File: src/rtl/fifo_mc.sv
// Purpose: NUM_CH independent FIFO queues sharing one write port and one read port, with per-channel flags, pause and error vectors.
// Latency: one cycle from an accepted read strobe to data_out/valid_out; occupancy flags react combinationally to the counts.
// Backpressure: writes to a full channel are dropped and flagged; the arbiter schedules reads from pause_vec/empty_vec.
// Optional build macro FIFO_MC_ERR_STICKY_EN: when defined, error flags latch until err_clr; otherwise they pulse for one cycle.
module fifo_mc #(
    parameter int DATA_SIZE = 6,
    parameter int ADDR_W    = 2,
    parameter int NUM_CH    = 4,
    parameter int CH_W      = 2
) (
    input  logic                 clk,
    input  logic                 reset_L,
    input  logic                 write,
    input  logic [CH_W-1:0]      wr_ch,
    input  logic [DATA_SIZE-1:0] data_in,
    input  logic                 read,
    input  logic [CH_W-1:0]      rd_ch,
    input  logic [ADDR_W:0]      umb_almost_full,
    input  logic [ADDR_W:0]      umb_almost_empty,
    input  logic                 err_clr,
    output logic [DATA_SIZE-1:0] data_out,
    output logic                 valid_out,
    output logic [NUM_CH-1:0]    empty_vec,
    output logic [NUM_CH-1:0]    full_vec,
    output logic [NUM_CH-1:0]    almost_full_vec,
    output logic [NUM_CH-1:0]    almost_empty_vec,
    output logic [NUM_CH-1:0]    pause_vec,
    output logic [NUM_CH-1:0]    error_vec
);

    localparam int              DEPTH    = 1 << ADDR_W;
    localparam logic [ADDR_W:0] FULL_CNT = (ADDR_W+1)'(DEPTH);

    logic [DATA_SIZE-1:0] mem    [NUM_CH][DEPTH];
    logic [ADDR_W-1:0]    wr_ptr [NUM_CH];
    logic [ADDR_W-1:0]    rd_ptr [NUM_CH];
    logic [ADDR_W:0]      cnt    [NUM_CH];

    logic              wr_hit, rd_hit, wr_ok, rd_ok;
    logic [NUM_CH-1:0] wr_sel, rd_sel, new_err;

    // Occupancy flags decoded straight from each channel's count.
    always_comb begin
        empty_vec        = '0;
        full_vec         = '0;
        almost_full_vec  = '0;
        almost_empty_vec = '0;
        for (int c = 0; c < NUM_CH; c++) begin
            empty_vec[c]        = (cnt[c] == '0);
            full_vec[c]         = (cnt[c] == FULL_CNT);
            almost_full_vec[c]  = (cnt[c] >= umb_almost_full);
            almost_empty_vec[c] = (cnt[c] <= umb_almost_empty) && (cnt[c] != '0);
        end
    end

    // Accept/reject decode; out-of-range channel indices are silently ignored.
    always_comb begin
        wr_hit  = write && (int'(wr_ch) < NUM_CH);
        rd_hit  = read  && (int'(rd_ch) < NUM_CH);
        wr_ok   = wr_hit && !full_vec[wr_ch];
        rd_ok   = rd_hit && !empty_vec[rd_ch];
        wr_sel  = '0;
        rd_sel  = '0;
        new_err = '0;
        for (int c = 0; c < NUM_CH; c++) begin
            wr_sel[c] = wr_ok && (wr_ch == CH_W'(c));
            rd_sel[c] = rd_ok && (rd_ch == CH_W'(c));
            if (wr_hit && full_vec[wr_ch] && (wr_ch == CH_W'(c)))
                new_err[c] = 1'b1;
            if (rd_hit && empty_vec[rd_ch] && (rd_ch == CH_W'(c)))
                new_err[c] = 1'b1;
        end
    end

    // Storage array; contents need no reset because the counts gate every read.
    always_ff @(posedge clk) begin
        if (wr_ok)
            mem[wr_ch][wr_ptr[wr_ch]] <= data_in;
    end

    // Per-channel pointers and counts; simultaneous push and pop leaves the count alone.
    always_ff @(posedge clk or negedge reset_L) begin
        if (!reset_L) begin
            for (int c = 0; c < NUM_CH; c++) begin
                wr_ptr[c] <= '0;
                rd_ptr[c] <= '0;
                cnt[c]    <= '0;
            end
        end else begin
            for (int c = 0; c < NUM_CH; c++) begin
                if (wr_sel[c])
                    wr_ptr[c] <= wr_ptr[c] + ADDR_W'(1);
                if (rd_sel[c])
                    rd_ptr[c] <= rd_ptr[c] + ADDR_W'(1);
                case ({wr_sel[c], rd_sel[c]})
                    2'b10:   cnt[c] <= cnt[c] + (ADDR_W+1)'(1);
                    2'b01:   cnt[c] <= cnt[c] - (ADDR_W+1)'(1);
                    default: cnt[c] <= cnt[c];
                endcase
            end
        end
    end

    // Registered read port; data_out holds its value between accepted reads.
    always_ff @(posedge clk or negedge reset_L) begin
        if (!reset_L) begin
            data_out  <= '0;
            valid_out <= 1'b0;
        end else begin
            valid_out <= rd_ok;
            if (rd_ok)
                data_out <= mem[rd_ch][rd_ptr[rd_ch]];
        end
    end

    // Pause with hysteresis: set above the high mark, clear at the low mark, hold in between.
    always_ff @(posedge clk or negedge reset_L) begin
        if (!reset_L) begin
            pause_vec <= '0;
        end else begin
            for (int c = 0; c < NUM_CH; c++) begin
                if (almost_full_vec[c] && !almost_empty_vec[c])
                    pause_vec[c] <= 1'b1;
                else if (!almost_full_vec[c] && almost_empty_vec[c])
                    pause_vec[c] <= 1'b0;
            end
        end
    end

    // Error flags: a fresh error always beats a clear issued in the same cycle.
    always_ff @(posedge clk or negedge reset_L) begin
        if (!reset_L) begin
            error_vec <= '0;
        end else begin
`ifdef FIFO_MC_ERR_STICKY_EN
            if (err_clr)
                error_vec <= new_err;
            else
                error_vec <= error_vec | new_err;
`else
            error_vec <= new_err;
`endif
        end
    end

`ifndef FIFO_MC_ERR_STICKY_EN
    // Pulse mode has no use for the clear input.
    logic unused_err_clr;
    assign unused_err_clr = err_clr;
`endif

endmodule

File: config.mk
export PLATFORM = sky130hd
export DESIGN_NAME = fifo_mc
export DESIGN_NICKNAME = d
export VERILOG_FILES = /design/src/rtl/fifo_mc.sv
export SDC_FILE = /design/constraint.sdc
export NUM_CORES = 1
export LEC_CHECK = 0
export CORE_MARGIN = 4
export CORE_UTILIZATION = 45
export DETAILED_ROUTE_END_ITERATION = 7
export PLACE_DENSITY = 0.76
export SLEW_MARGIN = 20
export SYNTH_ARGS = -nofsm -noshare
export SYNTH_HDL_FRONTEND = slang
export SYNTH_SLANG_ARGS = --single-unit
File: constraint.sdc
create_clock -name clk -period 5 [get_ports clk]
set_clock_uncertainty 0.2 [all_clocks]
set_input_delay 1 -clock clk [delete_from_list [all_inputs] [get_ports clk]]
set_output_delay 1 -clock clk [all_outputs]
set_load 0.1 [all_outputs]
[Word level (Yosys, flattened, before mapping)]
Memories as Yosys holds them, arrays and structs flattened.
Cells that the tools add are included.
Storage, ports and cells
  register bits: 43
  bits in writable memories: 96
  input port bits: 21
  memories: 1
Memory list
  mem: words 4, width 24, rd ports 1, clocked after Yosys merged registers in 0, wr ports 1, RTL line 34  | logic [DATA_SIZE-1:0] mem [NUM_CH][DEPTH];
Operators by class
  add/subtract/negate cells: 16
  $lt $le $gt $ge: 15
  equal/unequal tests: 18
  multiplexer cells: 37
  bitwise logic cells: 4
  reductions and logical operators: 61
Operator list (number)
  logical AND 1 bit: 33
  2-to-1 mux 24 bit: 1
  one-hot mux 3 bit (2 select lines): 4
  2-to-1 mux 1 bit: 19
  2-to-1 mux 6 bit: 3
  adder 2 x 1 -> 2 bit, second input constant: 8
  == test 2 bit, second input constant: 8
  nonzero test 2 bit: 8
  adder 3 x 1 -> 3 bit, second input constant: 4
  binary-select mux 6 bit (select 2 bit): 1
  demux 6 bit (select 2 bit): 1
  == test 2 x 1 -> 1 bit, second input constant: 6
  == test 3 bit, second input constant: 4
  >= comparator 3 bit: 4
  >= comparator 3 bit, second input constant: 4
  <= comparator 3 bit: 4
  zero test 3 bit: 4
  NOT 2 -> 3 bit: 4
  nonzero test 3 bit: 4
  subtractor 3 x 1 -> 3 bit, second input constant: 4
  zero test 1 bit: 10
  binary-select mux 2 bit (select 2 bit): 2
  2-to-1 mux 2 bit: 4
  < comparator 2 x 3 -> 1 bit, second input constant: 2
  other kinds (3): 5

[Logic depth before layout (Yosys ltp)]
  depth in word-level cells: 10
  mapped depth: 12

[Least setup slack after synthesis]
No wires, ideal clock.
  path type: flip-flop to output port
  start point: reg cnt[11] (netlist name)
  end point: out almost_empty_vec[0]
  arrival: 4.009 ns
  data required time: 3.800 ns
  setup slack: -0.209 ns
  cell stages (with the launch flop): 3
  cells stage by stage: dfrtp_1 nor3_1 a21oi_1
On the way
  longest elaborated chain between the ends: 2
  elaborated cells on any way between the ends: 3
  classes of those cells: order compare: 1; reduce/logical: 2
Ends and longest elaborated chain
  start: declaration: RTL line 37  | logic [ADDR_W:0] cnt [NUM_CH];
  start signal: indexed assignment: RTL line 96  | 2'b10: cnt[c] <= cnt[c] + (ADDR_W+1)'(1);
  start signal: indexed assignment: RTL line 97  | 2'b01: cnt[c] <= cnt[c] - (ADDR_W+1)'(1);
  start signal: indexed assignment: RTL line 98  | default: cnt[c] <= cnt[c];
  <= comparator 3 bit or nonzero test 3 bit (tied branches): RTL line 52  | almost_empty_vec[c] = (cnt[c] <= umb_almost_empty) && (cnt[c] != '0);
  logical AND 1 bit (*): RTL line 52
  end: declaration: RTL line 26  | output logic [NUM_CH-1:0] almost_empty_vec,
Mark *: on every way between the ends. The rest lies on a longest branch, timed or not.

[Worst setup path after layout]
  start point: in umb_almost_empty[1]
  end point: out almost_empty_vec[0]
On the way
  longest elaborated chain between the ends: 2
Ends and longest elaborated chain
  start: declaration: RTL line 19  | input logic [ADDR_W:0] umb_almost_empty,
  <= comparator 3 bit: RTL line 52
  logical AND 1 bit: RTL line 52
No other way between the ends.

==> impl_metrics.toml <==
[yosys]
synth_area_um2 = 6430
synth.avg_cell_area_um2 = 15.3
number_of_warning_messages_in_the_yosys_log = 0
synth_common_cells = "sky130_fd_sc_hd__edfxtp_1, sky130_fd_sc_hd__dfrtp_1, sky130_fd_sc_hd__ha_1"
synthFlopType = "sky130_fd_sc_hd__edfxtp_1"
number_of_enable_flip_flop_cells_after_synthesis = 96
ys_types = 38
synth_seq_cells = 139
yosysTopAreaCellShare_pct = 44.8
yosys.cell_count.top_type = "sky130_fd_sc_hd__edfxtp_1"
synth-async-reset-ratio_pct = 30.9
netlist_instances = 421
leading_post_synthesis_cells_by_cell_area = "sky130_fd_sc_hd__edfxtp_1, sky130_fd_sc_hd__dfrtp_1, sky130_fd_sc_hd__mux4_2"
leading_area_contributor_after_synthesis = "sky130_fd_sc_hd__edfxtp_1"
register_area_share_after_synthesis_pct = 61.6
synth_nets = 478

[clock_tree]
cts_inserted_buffers = 17
htreeDepth = 4
clock_tree.root_cell = "sky130_fd_sc_hd__clkbuf_16"
cts_repair_resize_count = 0
postCtsSetupRepairBufs = 0
hold_buffers = 0
worst_skew_pair.late_latency_ns = 0.42
tritoncts_clock_tree = "done"
clk_pin_slew_worst_paths_ns = 0.06
tritoncts_num_sinks = 139
clock_path_buffers = 2

[worst_setup_path]
timing.setup.critical_path_class = "in2out"
worst-r2r-setup-slack_ns = 2.12
end_kind = "output port"
critical_path_at_ns = 2.79
cp_max_fo = 4
setup.worst_path.start_class = "input port"
cpMaxStageDelayCell = "sky130_fd_sc_hd__clkdlybuf4s50_1"
worst_r2r_path_depth = 10
crit_path_cell_trace = "clkdlybuf4s50_1, inv_1, ha_1, nor2b_1, o21ai_0, nand2b_1, a21oi_1, buf_4"
cp-startpoint = "umb_almost_empty[1]"
critical_path_required_ns = 3.80
r2r_startpoint = "cnt[11]"
critical_path.reg2reg.endpoint = "cnt[8]"
worst_setup_path_endpoint = "almost_empty_vec[0]"
max_stage_delay_on_crit_path_ns = 0.45

[min_path]
hold_path.startpoint = "wr_ptr[2]"
hold_path.class = "reg2reg"
hold_depth = 1

[timing]
timing.final.crit_share_pct = 79.7
maxSlewViolCount = 0
min_period_ns = 3.99
setup_viol = 0
grt_setup_unrepaired = "no"
setup_total_negative_slack_ns = 0
clock.fmax_mhz = 251
worst_slew_pin_slew_ns = 0.982
report.final.hold_viol_count = 0
timing.slew.headroom_pct = 34.3

[drt]
post_drt_via_cell_ratio = 5.36
totalWireLength_um = 13000
vias = 3613
wl_per_cell_um = 19.3
first_iter_violations = 341
remaining_drc_errors = 0
drt_pass_1_iters = 5
antenna_violating_nets_post_route = 0

[place]
placed_cell_area_um2 = 7090
dp_hpwl_um = 9130
io_buffer_count = 50
gpl.final_weighted_congestion = 0.827

[power_and_ir_drop]
switching_share_pct = 43.0
clockPowerShare_pct = 24.4
comb_power_share_pct = 42.6
static_power_due_to_leakage_nw = 2.93
power_frac_seq_pct = 32.9
irDropWorstVdd_mv = 0.550
netSwitchingPower_mw = 2.10
fin_total_pwr_mw = 4.89
internal_power_mw = 2.78
power.density_nw_per_um2 = 638

[floorplanning]
start_util_pct = 46.1
io_pins = 52
design.die.area_um2 = 16300
floorplan.die.width_um = 128
row_count = 43
die_h_um = 128
fp.coreArea_um2 = 13900

[outcome]
outcome = "finished, final reports clean"

[global_route]
initial_antenna_violation_count = 0
first_global_vias = 3935
grt_start_max_net_pins = 44
grt_overflow = 0
grt_pass1_wl_um = 21000
gr-usage-all-layers_pct = 17.2

[cells_and_area]
syn_to_final_growth_pct = 19.2
post-route-cell-area_um2 = 7660
nets = 538
antenna_cells = 0
drive_gt1_share_pct = 18.8

[run]
cap_violations = 0
==> worst min-delay path by stage <==
stage,to,slack [ns]
finish,wr_ptr[2],0.27
global route,wr_ptr[2],0.28
CTS,wr_ptr[2],0.27
detailed placement,wr_ptr[2],0.26
global placement,rd_ptr[1],0.26
floorplan,rd_ptr[3],0.24
==> cell families (layout without fill, tap and decap cells) <==
family / after synthesis / after routing / share of synthesized area [%]
muxes: 47 / 47 / 13.0
buffers and inverters: 37 / 110 / 2.67
xor gates and xnor gates: 28 / 28 / 3.81
AOI/OAI and AO/OA: 36 / 36 / 3.81
adders and majority gates: 36 / 36 / 7.47
and+or+nand+nor: 98 / 98 / 7.65
DFF: 139 / 139 / 61.6
==> metal layers <==
layer	vias to the layer above	routed length, µm	global-route usage [%]
met5	-	0	0
met4	0	246	6.37
met3	19	729	4.39
met2	73	6830	28.7
met1	1841	5210	21.6
li1	1680	-	-
==> registers in the layout, indices dropped and copies added (netlist names) <==
signal     cells
rd_ptr         8
cnt           12
error_vec      4
wr_ptr         8
data_out       6
pause_vec      4
mem           96
valid_out      1
==> cells in the final DEF (no fill, tap or decap), types with 2 or more instances in the layout <==
cell type / count
sky130_fd_sc_hd__a21o_1: 10
sky130_fd_sc_hd__a21oi_1: 3
sky130_fd_sc_hd__buf_4: 15
sky130_fd_sc_hd__clkbuf_1: 2
sky130_fd_sc_hd__clkbuf_16: 17
sky130_fd_sc_hd__clkdlybuf4s50_1: 40
sky130_fd_sc_hd__clkinvlp_4: 5
sky130_fd_sc_hd__dfrtp_1: 43
sky130_fd_sc_hd__edfxtp_1: 96
sky130_fd_sc_hd__fa_1: 4
sky130_fd_sc_hd__ha_1: 32
sky130_fd_sc_hd__inv_1: 21
sky130_fd_sc_hd__inv_6: 5
sky130_fd_sc_hd__inv_8: 2
sky130_fd_sc_hd__mux2_2: 6
sky130_fd_sc_hd__mux2_4: 4
sky130_fd_sc_hd__mux2i_1: 10
sky130_fd_sc_hd__mux4_2: 27
sky130_fd_sc_hd__nand2_1: 24
sky130_fd_sc_hd__nand2b_1: 13
sky130_fd_sc_hd__nand3_1: 16
sky130_fd_sc_hd__nand4_1: 2
sky130_fd_sc_hd__nor2_1: 22
sky130_fd_sc_hd__nor2b_1: 8
sky130_fd_sc_hd__nor3_1: 5
sky130_fd_sc_hd__nor3_2: 3
sky130_fd_sc_hd__nor3b_1: 3
sky130_fd_sc_hd__o21ai_0: 4
sky130_fd_sc_hd__o21ai_1: 7
sky130_fd_sc_hd__o21ai_2: 4
sky130_fd_sc_hd__o22ai_1: 3
sky130_fd_sc_hd__xnor2_1: 16
sky130_fd_sc_hd__xor2_1: 12
==> critical path: cells and delay by family <==
kind,cells,cell delay (ns)
and+or+nand+nor,2,0.22
buffers and inverters,3,0.88
AOI/OAI and AO/OA,2,0.34
adders and majority gates,1,0.33
==> power by group through the flow <==
stage	Clock, mW	Sequential (mW)	Combinational, mW
2_1_floorplan	0	1.88	1.36
3_3_place_gp	0	1.62	2.03
3_5_place_dp	0	1.63	2.08
4_1_cts	1.21	1.61	2.10
5_1_grt	1.27	1.64	2.23
6_report	1.19	1.61	2.08
==> cell type report <==
class	instances	area (µm²)
clock buffer	19	433
clock inverter	13	134
fill	1045	6270
inverter	22	82.6
multi-input combinational	245	2310
sequential	139	3960
tap	180	225
timing repair buffer	56	518
==> through the flow <==
| stage | worst slack, ns | hold slack (ns) | util [%] | instances |
|---|---|---|---|---|
| finish | 1.01 | 0.274 | 55.0 | 674 |
| global route | 0.889 | 0.282 | 55.0 | 674 |
| CTS | 1.02 | 0.270 | 55.0 | 674 |
| detailed placement | 0.852 | 0.259 | 50.9 | 642 |
| global placement | 0.891 | 0.257 | 50.9 | 642 |
| floorplan | 0.180 | 0.240 | - | 421 |
(Power assumes the default switching activity.)
